`config.mk`:
```
export PLATFORM = sky130hd
export DESIGN_NAME = hamming_mem_engine_flat
export DESIGN_NICKNAME = d
export VERILOG_FILES = /design/src/rtl/hamming_mem_engine_if.sv /design/src/rtl/hamming_mem_engine.sv /design/src/flat_wrapper.sv
export SDC_FILE = /design/constraint.sdc
export NUM_CORES = 1
export LEC_CHECK = 0
export ABC_CLOCK_PERIOD_IN_PS = 4050
export CORE_MARGIN = 2
export CORE_UTILIZATION = 25
export DETAILED_ROUTE_END_ITERATION = 12
export MAX_ROUTING_LAYER = met4
export PLACE_DENSITY = 0.38
export SLEW_MARGIN = 20
export SYNTH_ARGS = -nofsm -noshare
export SYNTH_HDL_FRONTEND = slang
export SYNTH_SLANG_ARGS = --single-unit
```
`constraint.sdc`:
```
create_clock -name clk -period 4.05 [get_ports clk]
set_clock_uncertainty 0.15 [all_clocks]
set_input_delay 0.405 -clock clk [delete_from_list [all_inputs] [get_ports clk]]
set_output_delay 0.405 -clock clk [all_outputs]
set_load 0.01 [all_outputs]
```
`src/rtl/hamming_mem_engine_if.sv`:
```
// Request/memory bus of the SECDED codec engine: job handshake, byte-wide memory port, error counters.
interface hamming_mem_engine_if #(parameter int ADDR_W = 8);
  logic              req;
  logic              mode;
  logic              ack;
  logic              busy;
  logic [ADDR_W-1:0] mem_addr;
  logic [7:0]        mem_rd_data;
  logic              mem_wr_en;
  logic [7:0]        mem_wr_data;
  logic [7:0]        corr_cnt;
  logic [7:0]        dbl_cnt;

  modport master (output req, mode, mem_rd_data,
                  input  ack, busy, mem_addr, mem_wr_en, mem_wr_data, corr_cnt, dbl_cnt);
  modport slave  (input  req, mode, mem_rd_data,
                  output ack, busy, mem_addr, mem_wr_en, mem_wr_data, corr_cnt, dbl_cnt);
endinterface

```
`src/rtl/hamming_mem_engine.sv`:
```
// SECDED Hamming encode/decode engine walking NUM_MSG words in byte-wide memory.
// Optional build macro HAMMING_ERR_FLAG_EN adds dbl/corr flags to the top bits of decoded words.
module hamming_mem_engine #(
  parameter int DATA_W   = 11,
  parameter int NUM_MSG  = 15,
  parameter int ADDR_W   = 8,
  parameter int SRC_BASE = 0,
  parameter int DST_BASE = 30
) (
  input  logic clk,
  input  logic reset,
  hamming_mem_engine_if.slave bus
);
  function automatic int calc_p(input int dw);
    for (int p = 1; p < 32; p++) if ((1 << p) >= dw + p + 1) return p;
    return 0;
  endfunction

  localparam int P  = calc_p(DATA_W);
  localparam int CW = DATA_W + P + 1;
  localparam int DB = (DATA_W + 7) / 8;
  localparam int CB = (CW + 7) / 8;
  localparam int AW = 8 * CB;

`ifdef HAMMING_ERR_FLAG_EN
  if (8 * DB - DATA_W < 2) begin : g_flag_chk
    $error("hamming_mem_engine: no room for error flags above DATA_W");
  end
`endif

  typedef enum logic [2:0] {IDLE, RD, CALC, WR, DONE} state_t;

  state_t          state, state_n;
  logic [7:0]      idx;
  logic [1:0]      bcnt;
  logic [AW-1:0]   asm_q, out_q;
  logic            mode_q;
  logic [7:0]      corr_q, dbl_q;

  // Data bits occupy the non-power-of-two positions in ascending order.
  function automatic logic [CW-1:0] encode(input logic [DATA_W-1:0] d);
    logic [CW-1:0] c;
    int n;
    c = '0;
    n = 0;
    for (int k = 1; k < CW; k++) if ((k & (k - 1)) != 0) begin c[k] = d[n]; n++; end
    for (int j = 0; j < P; j++)
      for (int k = 1; k < CW; k++)
        if ((((k >> j) & 1) == 1) && ((k & (k - 1)) != 0)) c[1 << j] = c[1 << j] ^ c[k];
    c[0] = ^c[CW-1:1];
    return c;
  endfunction

  function automatic logic [DATA_W-1:0] extract(input logic [CW-1:0] c);
    logic [DATA_W-1:0] d;
    int n;
    d = '0;
    n = 0;
    for (int k = 1; k < CW; k++) if ((k & (k - 1)) != 0) begin d[n] = c[k]; n++; end
    return d;
  endfunction

  logic [P-1:0]  syn;
  logic          par;
  logic [CW-1:0] fixed;
  logic          is_corr, is_dbl;
  logic [AW-1:0] dec_word, enc_word;

  always_comb begin
    syn = '0;
    for (int k = 1; k < CW; k++) if (asm_q[k]) syn = syn ^ P'(k);
    par     = ^asm_q[CW-1:0];
    fixed   = asm_q[CW-1:0];
    is_corr = 1'b0;
    is_dbl  = 1'b0;
    if (par) begin
      // A syndrome pointing past the codeword cannot be a single flip.
      if (int'(syn) > CW - 1) is_dbl = 1'b1;
      else begin
        fixed[syn] = ~fixed[syn];
        is_corr    = 1'b1;
      end
    end else if (syn != '0) begin
      is_dbl = 1'b1;
    end
    dec_word = AW'(extract(fixed));
`ifdef HAMMING_ERR_FLAG_EN
    dec_word[8*DB-1] = is_dbl;
    dec_word[8*DB-2] = is_corr;
`endif
    enc_word = AW'(encode(asm_q[DATA_W-1:0]));
  end

  logic [1:0]        src_last, dst_last;
  logic [ADDR_W-1:0] rd_addr, wr_addr;
  logic [4:0]        sh;
  logic              last_msg;

  assign src_last = mode_q ? 2'(CB - 1) : 2'(DB - 1);
  assign dst_last = mode_q ? 2'(DB - 1) : 2'(CB - 1);
  assign rd_addr  = ADDR_W'(SRC_BASE + int'(idx) * (mode_q ? CB : DB) + int'(bcnt));
  assign wr_addr  = ADDR_W'(DST_BASE + int'(idx) * (mode_q ? DB : CB) + int'(bcnt));
  assign sh       = {bcnt, 3'b000};
  assign last_msg = (idx == 8'(NUM_MSG - 1));

  always_ff @(posedge clk or posedge reset) begin
    if (reset) begin
      state  <= IDLE;
      idx    <= '0;
      bcnt   <= '0;
      asm_q  <= '0;
      out_q  <= '0;
      mode_q <= 1'b0;
      corr_q <= '0;
      dbl_q  <= '0;
    end else begin
      state <= state_n;
      case (state)
        IDLE, DONE: if (bus.req) begin
          idx    <= '0;
          bcnt   <= '0;
          mode_q <= bus.mode;
          corr_q <= '0;
          dbl_q  <= '0;
        end
        RD: begin
          asm_q <= (asm_q & ~(AW'(8'hFF) << sh)) | (AW'(bus.mem_rd_data) << sh);
          bcnt  <= (bcnt == src_last) ? 2'd0 : bcnt + 2'd1;
        end
        CALC: begin
          out_q <= mode_q ? dec_word : enc_word;
          if (mode_q && is_corr && corr_q != 8'hFF) corr_q <= corr_q + 8'd1;
          if (mode_q && is_dbl  && dbl_q  != 8'hFF) dbl_q  <= dbl_q + 8'd1;
        end
        WR: begin
          if (bcnt == dst_last) begin
            bcnt <= '0;
            if (!last_msg) idx <= idx + 8'd1;
          end else begin
            bcnt <= bcnt + 2'd1;
          end
        end
        default: ;
      endcase
    end
  end

  always_comb begin
    state_n         = state;
    bus.ack         = 1'b0;
    bus.busy        = 1'b0;
    bus.mem_wr_en   = 1'b0;
    bus.mem_addr    = '0;
    bus.mem_wr_data = '0;
    case (state)
      IDLE: if (bus.req) state_n = RD;
      RD: begin
        bus.busy     = 1'b1;
        bus.mem_addr = rd_addr;
        if (bcnt == src_last) state_n = CALC;
      end
      CALC: begin
        bus.busy = 1'b1;
        state_n  = WR;
      end
      WR: begin
        bus.busy        = 1'b1;
        bus.mem_wr_en   = 1'b1;
        bus.mem_addr    = wr_addr;
        bus.mem_wr_data = 8'(out_q >> sh);
        if (bcnt == dst_last) state_n = last_msg ? DONE : RD;
      end
      DONE: begin
        bus.ack = 1'b1;
        if (bus.req) state_n = RD;
      end
      default: state_n = IDLE;
    endcase
  end

  assign bus.corr_cnt = corr_q;
  assign bus.dbl_cnt  = dbl_q;
endmodule

```
`src/flat_wrapper.sv`:
```
// flat-port wrapper written by rule: the top's interface ports become plain ports
module hamming_mem_engine_flat 
#(
  parameter int DATA_W   = 11,
  parameter int NUM_MSG  = 15,
  parameter int ADDR_W   = 8,
  parameter int SRC_BASE = 0,
  parameter int DST_BASE = 30
)
  (clk, reset, bus_req, bus_mode, bus_mem_rd_data, bus_ack, bus_busy, bus_mem_addr, bus_mem_wr_en, bus_mem_wr_data, bus_corr_cnt, bus_dbl_cnt);
  hamming_mem_engine_if #(.ADDR_W(ADDR_W)) bus_i ();
  input  logic clk;
  input  logic reset;
  input wire logic [$bits(bus_i.req)-1:0] bus_req;
  input wire logic [$bits(bus_i.mode)-1:0] bus_mode;
  input wire logic [$bits(bus_i.mem_rd_data)-1:0] bus_mem_rd_data;
  output wire logic [$bits(bus_i.ack)-1:0] bus_ack;
  output wire logic [$bits(bus_i.busy)-1:0] bus_busy;
  output wire logic [$bits(bus_i.mem_addr)-1:0] bus_mem_addr;
  output wire logic [$bits(bus_i.mem_wr_en)-1:0] bus_mem_wr_en;
  output wire logic [$bits(bus_i.mem_wr_data)-1:0] bus_mem_wr_data;
  output wire logic [$bits(bus_i.corr_cnt)-1:0] bus_corr_cnt;
  output wire logic [$bits(bus_i.dbl_cnt)-1:0] bus_dbl_cnt;
  assign bus_i.req = bus_req;
  assign bus_i.mode = bus_mode;
  assign bus_i.mem_rd_data = bus_mem_rd_data;
  assign bus_ack = bus_i.ack;
  assign bus_busy = bus_i.busy;
  assign bus_mem_addr = bus_i.mem_addr;
  assign bus_mem_wr_en = bus_i.mem_wr_en;
  assign bus_mem_wr_data = bus_i.mem_wr_data;
  assign bus_corr_cnt = bus_i.corr_cnt;
  assign bus_dbl_cnt = bus_i.dbl_cnt;
  hamming_mem_engine #(.DATA_W(DATA_W), .NUM_MSG(NUM_MSG), .ADDR_W(ADDR_W), .SRC_BASE(SRC_BASE), .DST_BASE(DST_BASE)) u_core (.clk(clk), .reset(reset), .bus(bus_i));
endmodule
```
==> results of run 1 <==
metal layers:
| metal | wire length [microns] | vias up |
|---|---|---|
| met1 | 4831 | 1572 |
| met3 | 311 | 18 |
| met4 | 257 | 0 |
| li1 | - | 1590 |
| met2 | 5295 | 45 |
| met5 | 0 | - |
kinds of logic after synthesis:
logic type      count (synthesis)  share of synthesized area [%]
simple gates                  131                          15.67
compound gates                 89                          13.25
xor+xnor                       67                          17.04
flops                          62                          38.49
buf+inv                        35                          3.569
mux                            28                          7.449
fa+ha+maj                      14                          4.531
per-stage QoR:
step | util (%) | hold WS, ps | setup WS [ps] | area (sq um) | cells
after global routing | 32.05 | 340.8 | 351.0 | 5072 | 690
final | 32.05 | 318.5 | 635.7 | 5072 | 690
after detailed placement | 29.82 | 308.4 | 783.8 | 4720 | 674
after global placement | 29.82 | 305.6 | 808.0 | 4720 | 674
after floorplan | - | 288.5 | 965.6 | 4031 | 426
after CTS | 32.02 | 325.5 | 569.8 | 5069 | 690
worst paths after layout:
| path | startpoint | end | slack (ps) | cells past startpoint |
|---|---|---|---|---|
| setup / recovery | u_core.bcnt[1]$_DFFE_PP0P_ | bus_mem_addr[6] | 640 | 11 |
| hold / removal | u_core.out_q[11]$_DFFE_PP0P_ | u_core.out_q[11]$_DFFE_PP0P_ | 320 | 2 |
| setup reg to reg | u_core.asm_q[3]$_DFFE_PP0P_ | u_core.bus.dbl_cnt[7]$_DFFE_PP0P_ | 780 | 8 |
| hold reg to reg | u_core.out_q[11]$_DFFE_PP0P_ | u_core.out_q[11]$_DFFE_PP0P_ | 320 | 2 |
| max in group asynchronous | reset | u_core.asm_q[15]$_DFFE_PP0P_ | 2480 | 3 |
| min in group asynchronous | reset | u_core.bus.corr_cnt[4]$_DFFE_PP0P_ | 380 | 2 |
state kept, by name, summed over array words and instances, names as in the netlist:
name	count
u_core.asm_q	16
u_core.out_q	16
u_core.bus.corr_cnt	8
u_core.bus.dbl_cnt	8
u_core.idx	8
u_core.state	3
u_core.bcnt	2
u_core.mode_q	1
final cells by class:
| type | instances | area [sq um] |
|---|---|---|
| Multi-Input combinational cell | 329 | 2340 |
| Sequential cell | 62 | 1551 |
| Tap cell | 216 | 270.3 |
| Clock inverter | 5 | 106.4 |
| Timing Repair Buffer | 52 | 505.5 |
| Fill cell | 1638 | 10760 |
| Clock buffer | 11 | 242.7 |
| Inverter | 15 | 56.30 |
critical path, delay by kind of cell (launching register included):
| kind | cells | cell delay (ps) |
|---|---|---|
| fa+ha+maj | 3 | 760 |
| buf+inv | 3 | 720 |
| compound gates | 3 | 450 |
| flops | 1 | 410 |
| simple gates | 1 | 90 |
| xor+xnor | 1 | 80 |
layout by cell type, fill, tap and decap left out, drive strengths merged, types with 7 or more instances in the layout:
| cell type | instances |
|---|---|
| o21ai | 27 |
| or4 | 10 |
| nand3 | 23 |
| xor2 | 22 |
| xnor2 | 41 |
| nor4 | 7 |
| a21oi | 27 |
| clkdlybuf4s50 | 46 |
| ha | 13 |
| mux2 | 16 |
| nand2 | 34 |
| dfrtp | 62 |
| a21o | 7 |
| o211ai | 8 |
| clkbuf | 11 |
| inv | 15 |
| mux2i | 12 |
| nor2 | 34 |
| o31ai | 8 |
==> impl_metrics.yaml, run 1 <==
outcome:
  status: "complete, no violations"
global_route:
  grtUsageMet2_pct: 21.76
  grt_first_pass_wirelength_microns: 17150
  grt_pass1_vias: 3098
  grtUsageMet3_pct: 2.606
  grt_max_degree: 35
  grt_usage_pct: 13.92
  use_met1_pct: 17.52
  top_usage_layer: "met2"
  grt_overflow: 0
  antenna_found_initial: 0
synth:
  syn_avg_cell_area_sq_um: 9.463
  synth-seq-cells: 62
  synth_top_area_share_pct: 38.49
  yosys.cell_count.top_type: "dfrtp_1"
  synthArstFlopShare_pct: 100.0
  synth_common_cells: "dfrtp_1 (62), xnor2_1 (38), nand2_1 (34), nor2_1 (34), a21oi_1 (27)"
  synth_nets: 452
  synthFlopType: "dfrtp_1"
  synthCells: 426
  yosysSeqAreaShare_pct: 38.49
  synth_area_sq_mm: 0.004031
  ys_top_cells_by_area: "dfrtp_1 (38%), xnor2_1 (8.3%), xor2_1 (4.6%), mux2_2 (4.5%), ha_1 (4.0%)"
  yosysTopAreaCell: "dfrtp_1"
  synth_edf_count: 0
  synth_cell_type_count: 42
  yosys_warnings: 0
sta:
  grt_setup_unrepaired: "false"
  worst_pin_slew_ps: 764.3
  setup-violations-final: 0
  setup_tns_ps: 0
  min_period_ps: 3414
  timing_hold_violations_final: 0
  max_freq_ghz: 0.2929
  slew_violations: 0
  period_share_pct: 84.30
  max_slew_margin_pct: 48.97
setup_path:
  cp_slowest_cell: "clkdlybuf4s50_1"
  path_class: "reg2out"
  crit_chain: "inv_1, ha_1, inv_1, ha_1, fa_1, a21oi_1, o21ai_0, a2bb2oi_1, xor2_1, nor2_1, clkdlybuf4s50_1"
  cp.required_ps: 3490
  cp_slowest_stage_delay_ps: 540
  crit_path_start_kind: "flop"
  crit_fanout: 4
  cp.arrival_ps: 2860
  critPathCaptureType: "output port"
cts:
  cts_buffer_depth: 2
  cts_num_sinks: 62
  htree_num_levels: 3
  cts_resized: 0
  cts.reportedPaths.clkPinSlew_ps: 60
  cts_hold_buf: 0
  clkLatencyLatePin_ps: 340
  cts_buffers: 9
  cts_tree: "built"
  root_buffer: "clkbuf_16"
  post_cts_buffers: 0
finish:
  area_growth_pct: 25.82
  fin_nets: 495
  antennaDiodeCount: 0
  drive_gt1_share_pct: 9.916
floorplan:
  rows: 46
  die_w_microns: 131.0
  initial_utilization_pct: 25.47
  die-area_sq_mm: 0.01716
  core_area_sq_mm: 0.01583
  io_pins: 47
  dieHeight_microns: 131.0
route:
  first_pass_iters: 4
  num_vias: 3225
  wire_per_inst_microns: 15.50
  viasPerCell: 4.674
  initialDrtViolationCount: 184
  wl_microns: 10690
  remaining_drc_errors: 0
  ant_nets: 0
placement:
  io_buffers: 46
  dp_hpwl_microns: 7893
  gp_congestion: 0.8459
worst_hold_path:
  hold_path_class: "reg2reg"
job:
  cap_violations: 0
Power of run 1 is left out: the tool's default activity adds up to more than one toggle a clock period on the data nets, which glitch-free logic cannot reach.
==> run 2, diff against run 1 <==
--- a/config.mk
+++ b/config.mk
@@ -5,12 +5,12 @@
 export SDC_FILE = /design/constraint.sdc
 export NUM_CORES = 1
 export LEC_CHECK = 0
-export ABC_CLOCK_PERIOD_IN_PS = 4050
+export ABC_CLOCK_PERIOD_IN_PS = 3000
 export CORE_MARGIN = 2
 export CORE_UTILIZATION = 25
 export DETAILED_ROUTE_END_ITERATION = 12
 export MAX_ROUTING_LAYER = met4
-export PLACE_DENSITY = 0.38
+export PLACE_DENSITY = 0.39
 export SLEW_MARGIN = 20
 export SYNTH_ARGS = -nofsm -noshare
 export SYNTH_HDL_FRONTEND = slang
==> constraint.sdc (replaced) <==
create_clock -name clk -period 3 [get_ports clk]
set_clock_uncertainty 0.15 [all_clocks]
set_input_delay 0.3 -clock clk [delete_from_list [all_inputs] [get_ports clk]]
set_output_delay 0.3 -clock clk [all_outputs]
set_load 0.01 [all_outputs]
==> run 2 against run 1 <==
  * Via count up 2.1%
  * Register-to-register slack worse by 600 ps
  * Non-clock buffer count up 23
  * Critical path depth down 3
  * Die area unchanged
  * First-iteration DRC count up 15%
  * Cell count up 3.3%
  * Global-route usage about the same
  * Wire length up 0.38%
==> impl_metrics.yaml, run 2 (same netlist as run 1, synthesis figures left out) <==
floorplan:
  initial_utilization_pct: 25.47
  core_area_sq_mm: 0.01583
  die-area_sq_mm: 0.01716
  dieHeight_microns: 131.0
  io_pins: 47
  rows: 46
  die_w_microns: 131.0
placement:
  io_buffers: 46
  gp_congestion: 0.9523
  dp_hpwl_microns: 8240
  dp.cells: 695
cts:
  cts.reportedPaths.clkPinSlew_ps: 50
  cts_num_sinks: 62
  cts_tree: "built"
  cts_buffers: 9
  cts_buffer_depth: 2
  cts_hold_buf: 0
  clkLatencyLatePin_ps: 340
  root_buffer: "clkbuf_16"
  htree_num_levels: 3
route:
  first_pass_iters: 4
  num_vias: 3292
  remaining_drc_errors: 0
  viasPerCell: 4.617
  ant_nets: 0
  initialDrtViolationCount: 211
  wl_microns: 10740
  wire_per_inst_microns: 15.06
setup_path:
  crit_chain: "xnor3_2, xnor2_2, xnor2_1, xnor2_2, o41a_1, buf_4, or3_1, a21oi_1"
  path_common_cell: "xnor2_2"
  crit_fanout: 11
  cp_top_family: "XOR/XNOR gates"
  critical_path_buf_inv_count: 1
  crit_path_start_kind: "flop"
  critPathCaptureType: "flop"
  cp_slowest_stage_delay_ps: 510
  cp.required_ps: 3110
  cp.arrival_ps: 2940
  path_class: "reg2reg"
  cp_slowest_cell: "dfrtp_1"
finish:
  fillers: 1633
  mostFrequentLayoutCells: "dfrtp_1 (61), clkdlybuf4s50_1 (41), xnor2_1 (36)"
  antennaDiodeCount: 0
  reg_top3: "u_core.asm_q: 16 flops, u_core.out_q: 16 flops"
  area_growth_pct: 29.70
  drive_gt1_share_pct: 15.49
  final_cells: 713
  final_core_util_pct: 33.04
  fin_nets: 518
  layout_commonest_cell: "dfrtp_1"
worst_hold_path:
  hold_path_class: "in2async"
sta:
  period_share_pct: 94.09
  worst_pin_slew_ps: 607.2
  min_period_ps: 2823
  grt_setup_unrepaired: "false"
  whs_ps: 212.5
  setup-violations-final: 0
  timing_hold_violations_final: 0
  max_freq_ghz: 0.3543
  slew_violations: 0
  max_slew_margin_pct: 59.15
  setup_tns_ps: 0
global_route:
  antenna_found_initial: 0
  grt_pass1_vias: 3273
  grt_first_pass_wirelength_microns: 17500
  grt_max_degree: 39
  grt_overflow: 0
  grt_usage_pct: 13.95
job:
  cap_violations: 0
outcome:
  status: "complete, no violations"
[run 2: final timing paths]
path | slack (ps) | cells after the start | end | from
min in group clk | 320 | 2 | u_core.out_q[15]$_DFFE_PP0P_ | u_core.out_q[15]$_DFFE_PP0P_
max | 180 | 8 | u_core.bus.dbl_cnt[4]$_DFFE_PP0P_ | u_core.asm_q[9]$_DFFE_PP0P_
min reg2reg | 320 | 2 | u_core.out_q[15]$_DFFE_PP0P_ | u_core.out_q[15]$_DFFE_PP0P_
max in group asynchronous | 1880 | 3 | u_core.asm_q[13]$_DFFE_PP0P_ | reset
max reg2reg | 180 | 8 | u_core.bus.dbl_cnt[4]$_DFFE_PP0P_ | u_core.asm_q[9]$_DFFE_PP0P_
min | 210 | 2 | u_core.bus.corr_cnt[3]$_DFFE_PP0P_ | reset
[run 2: area by class of cell]
cell class                      instances  area, sq um  share of cell area (%)
Multi-Input combinational cell        329         2380                   45.51
Sequential cell                        62         1553                   29.70
Timing Repair Buffer                   75        688.2                   13.16
Clock buffer                           16        281.5                   5.384
Tap cell                              216        270.3                   5.169
Inverter                               15        56.30                   1.077
[run 2: routing by layer]
metal | GRT usage (%) | part of all wire, % | up-vias | wire, microns
met4 | 4.255 | 1.6 | 0 | 174
met1 | 17.51 | 47 | 1586 | 4998
met3 | 3.827 | 4.1 | 21 | 441
li1 | - | - | 1631 | -
met2 | 21.98 | 48 | 54 | 5120
met5 | - | 0 | - | 0
[run 2: what timing repair did]
item	in CTS	in global routing
resized for setup	5	11
setup endpoints to repair	3	15
setup buffers	0	2
pin swaps	0	3
[run 2: per-stage QoR]
step           cell area, sq um  setup slack [ps]
2_1_floorplan              4039             23.53
3_3_place_gp               4897             76.77
3_5_place_dp               4897             28.49
4_1_cts                    5181             1.996
5_1_grt                    5229             7.708
6_report                   5229             177.3
Power of run 2 is left out for the same reason.
==> run 3, diff against run 2 <==
==> constraint.sdc (replaced) <==
create_clock -name clk -period 3 [get_ports clk]
set_clock_uncertainty 0.15 [all_clocks]
set_input_delay 0.3 -clock clk [delete_from_list [all_inputs] [get_ports clk]]
set_output_delay 0.3 -clock clk [all_outputs]
set_load 0.05 [all_outputs]
==> run 3 against run 2 <==
  * Utilization down 0.13 points
  * Critical path depth unchanged
  * Hold slack better by 38 ps
  * Wire length up 3.9%
  * Largest cell class unchanged
==> impl_metrics.yaml, run 3 (same netlist as run 1, synthesis figures left out) <==
finish:
  antennaDiodeCount: 0
  area_growth_pct: 29.21
  drive_gt1_share_pct: 17.41
  mostFrequentLayoutCells: "dfrtp_1 (61), xnor2_1 (38), buf_4 (35)"
  final_cells: 710
  fin_nets: 516
  reg_top3: "u_core.asm_q: 16 flops, u_core.out_q: 16 flops"
  layout_commonest_cell: "dfrtp_1"
  fillers: 1680
setup_path:
  rr_startpoint: "u_core.asm_q[9]$_DFFE_PP0P_"
  startpoint: "u_core.asm_q[9]$_DFFE_PP0P_"
  critPathCaptureType: "flop"
  r2r_end: "u_core.bus.dbl_cnt[6]$_DFFE_PP0P_"
  r2r_slack_ps: 150
  cp.required_ps: 3110
  crit_fanout: 10
  cp.arrival_ps: 2960
  crit_path_start_kind: "flop"
  ff2ff_path_depth: 8
  crit_path_end: "u_core.bus.dbl_cnt[6]$_DFFE_PP0P_"
  path_class: "reg2reg"
floorplan:
  core_area_sq_mm: 0.01583
  dieHeight_microns: 131.0
  initial_utilization_pct: 25.47
  die-area_sq_mm: 0.01716
  die_w_microns: 131.0
  io_pins: 47
  rows: 46
cts:
  clkLatencyLatePin_ps: 340
  htree_num_levels: 3
  cts_tree: "built"
  cts_num_sinks: 62
  cts_buffer_depth: 2
  cts.reportedPaths.clkPinSlew_ps: 50
  root_buffer: "clkbuf_16"
  cts_buffers: 9
global_route:
  grt_pass1_vias: 3364
  grt_usage_pct: 14.30
  grt_overflow: 0
  grt_max_degree: 33
  antenna_found_initial: 0
  grt_first_pass_wirelength_microns: 17820
placement:
  dp_hpwl_microns: 8378
  io_buffers: 46
  dp.cells: 694
  gp_congestion: 0.7818
route:
  viasPerCell: 4.635
  num_vias: 3291
  first_pass_iters: 4
  ant_nets: 0
  remaining_drc_errors: 0
  wire_per_inst_microns: 15.71
  wl_microns: 11150
  initialDrtViolationCount: 121
worst_hold_path:
  hold_path_class: "in2async"
sta:
  timing_hold_violations_final: 0
  min_period_ps: 2850
  slew_violations: 0
  period_share_pct: 94.98
  max_freq_ghz: 0.3509
  max_slew_margin_pct: 51.50
  worst_pin_slew_ps: 726.4
  setup-violations-final: 0
job:
  cap_violations: 0
outcome:
  status: "complete, no violations"
==> run 3: cell type report <==
class                      count  area [sq um]  area share [%]
inverter                      15         56.30           1.081
tap                          216         270.3           5.189
multi-input combinational    329          2367           45.45
clock inverter                 1         5.005         0.09608
sequential                    62          1553           29.81
clock buffer                  14         264.0           5.068
timing repair buffer          73         693.2           13.31
==> run 3: layer usage <==
layer	up-vias	wire length [microns]	global-route usage [%]	part of all wire, %
li1	1626	-	-	-
met1	1591	4929	16.70	44
met2	55	5658	23.96	51
met3	19	258	1.995	2.3
met4	0	306	7.447	2.7
met5	-	0	-	0
==> run 3: stage by stage <==
stage / setup TNS, ps / setup WS (ps) / hold slack, ps / util [%] / area [sq um]
2_1_floorplan: 0 / 23.47 / 239.1 / - / 4044
3_3_place_gp: 0 / 129.6 / 304.4 / 31.04 / 4912
3_5_place_dp: 0 / 50.65 / 310.8 / 31.04 / 4912
4_1_cts: 0 / 1.305 / 273.3 / 32.79 / 5190
5_1_grt: -3.231 / -3.231 / 328.8 / 32.91 / 5209
6_report: 0 / 150.5 / 250.6 / 32.91 / 5209
==> run 3: timing repair <==
action,in CTS,in global routing
resized for setup,2,5
hold buffers,0,0
setup endpoints to repair,1,8
setup buffers,1,0
pin swaps,1,1
==> run 3: worst max-delay path: stages (launching register included) <==
cell and delay (ps):
dfrtp_1 450, xnor3_2 490, xnor2_2 180, xnor2_1 230
xnor2_2 90, o41a_1 490, buf_4 200, or3_1 340
a21oi_1 140
==> run 3: worst min-delay path by stage <==
stage	end	depth (start not counted)
global route	u_core.asm_q[4]$_DFFE_PP0P_	2
global placement	u_core.out_q[12]$_DFFE_PP0P_	2
finish	u_core.asm_q[4]$_DFFE_PP0P_	2
floorplan	u_core.state[2]$_DFFE_PP0P_	1
CTS	u_core.asm_q[8]$_DFFE_PP0P_	2
detailed placement	u_core.out_q[12]$_DFFE_PP0P_	2
Power of run 3 is left out for the same reason.
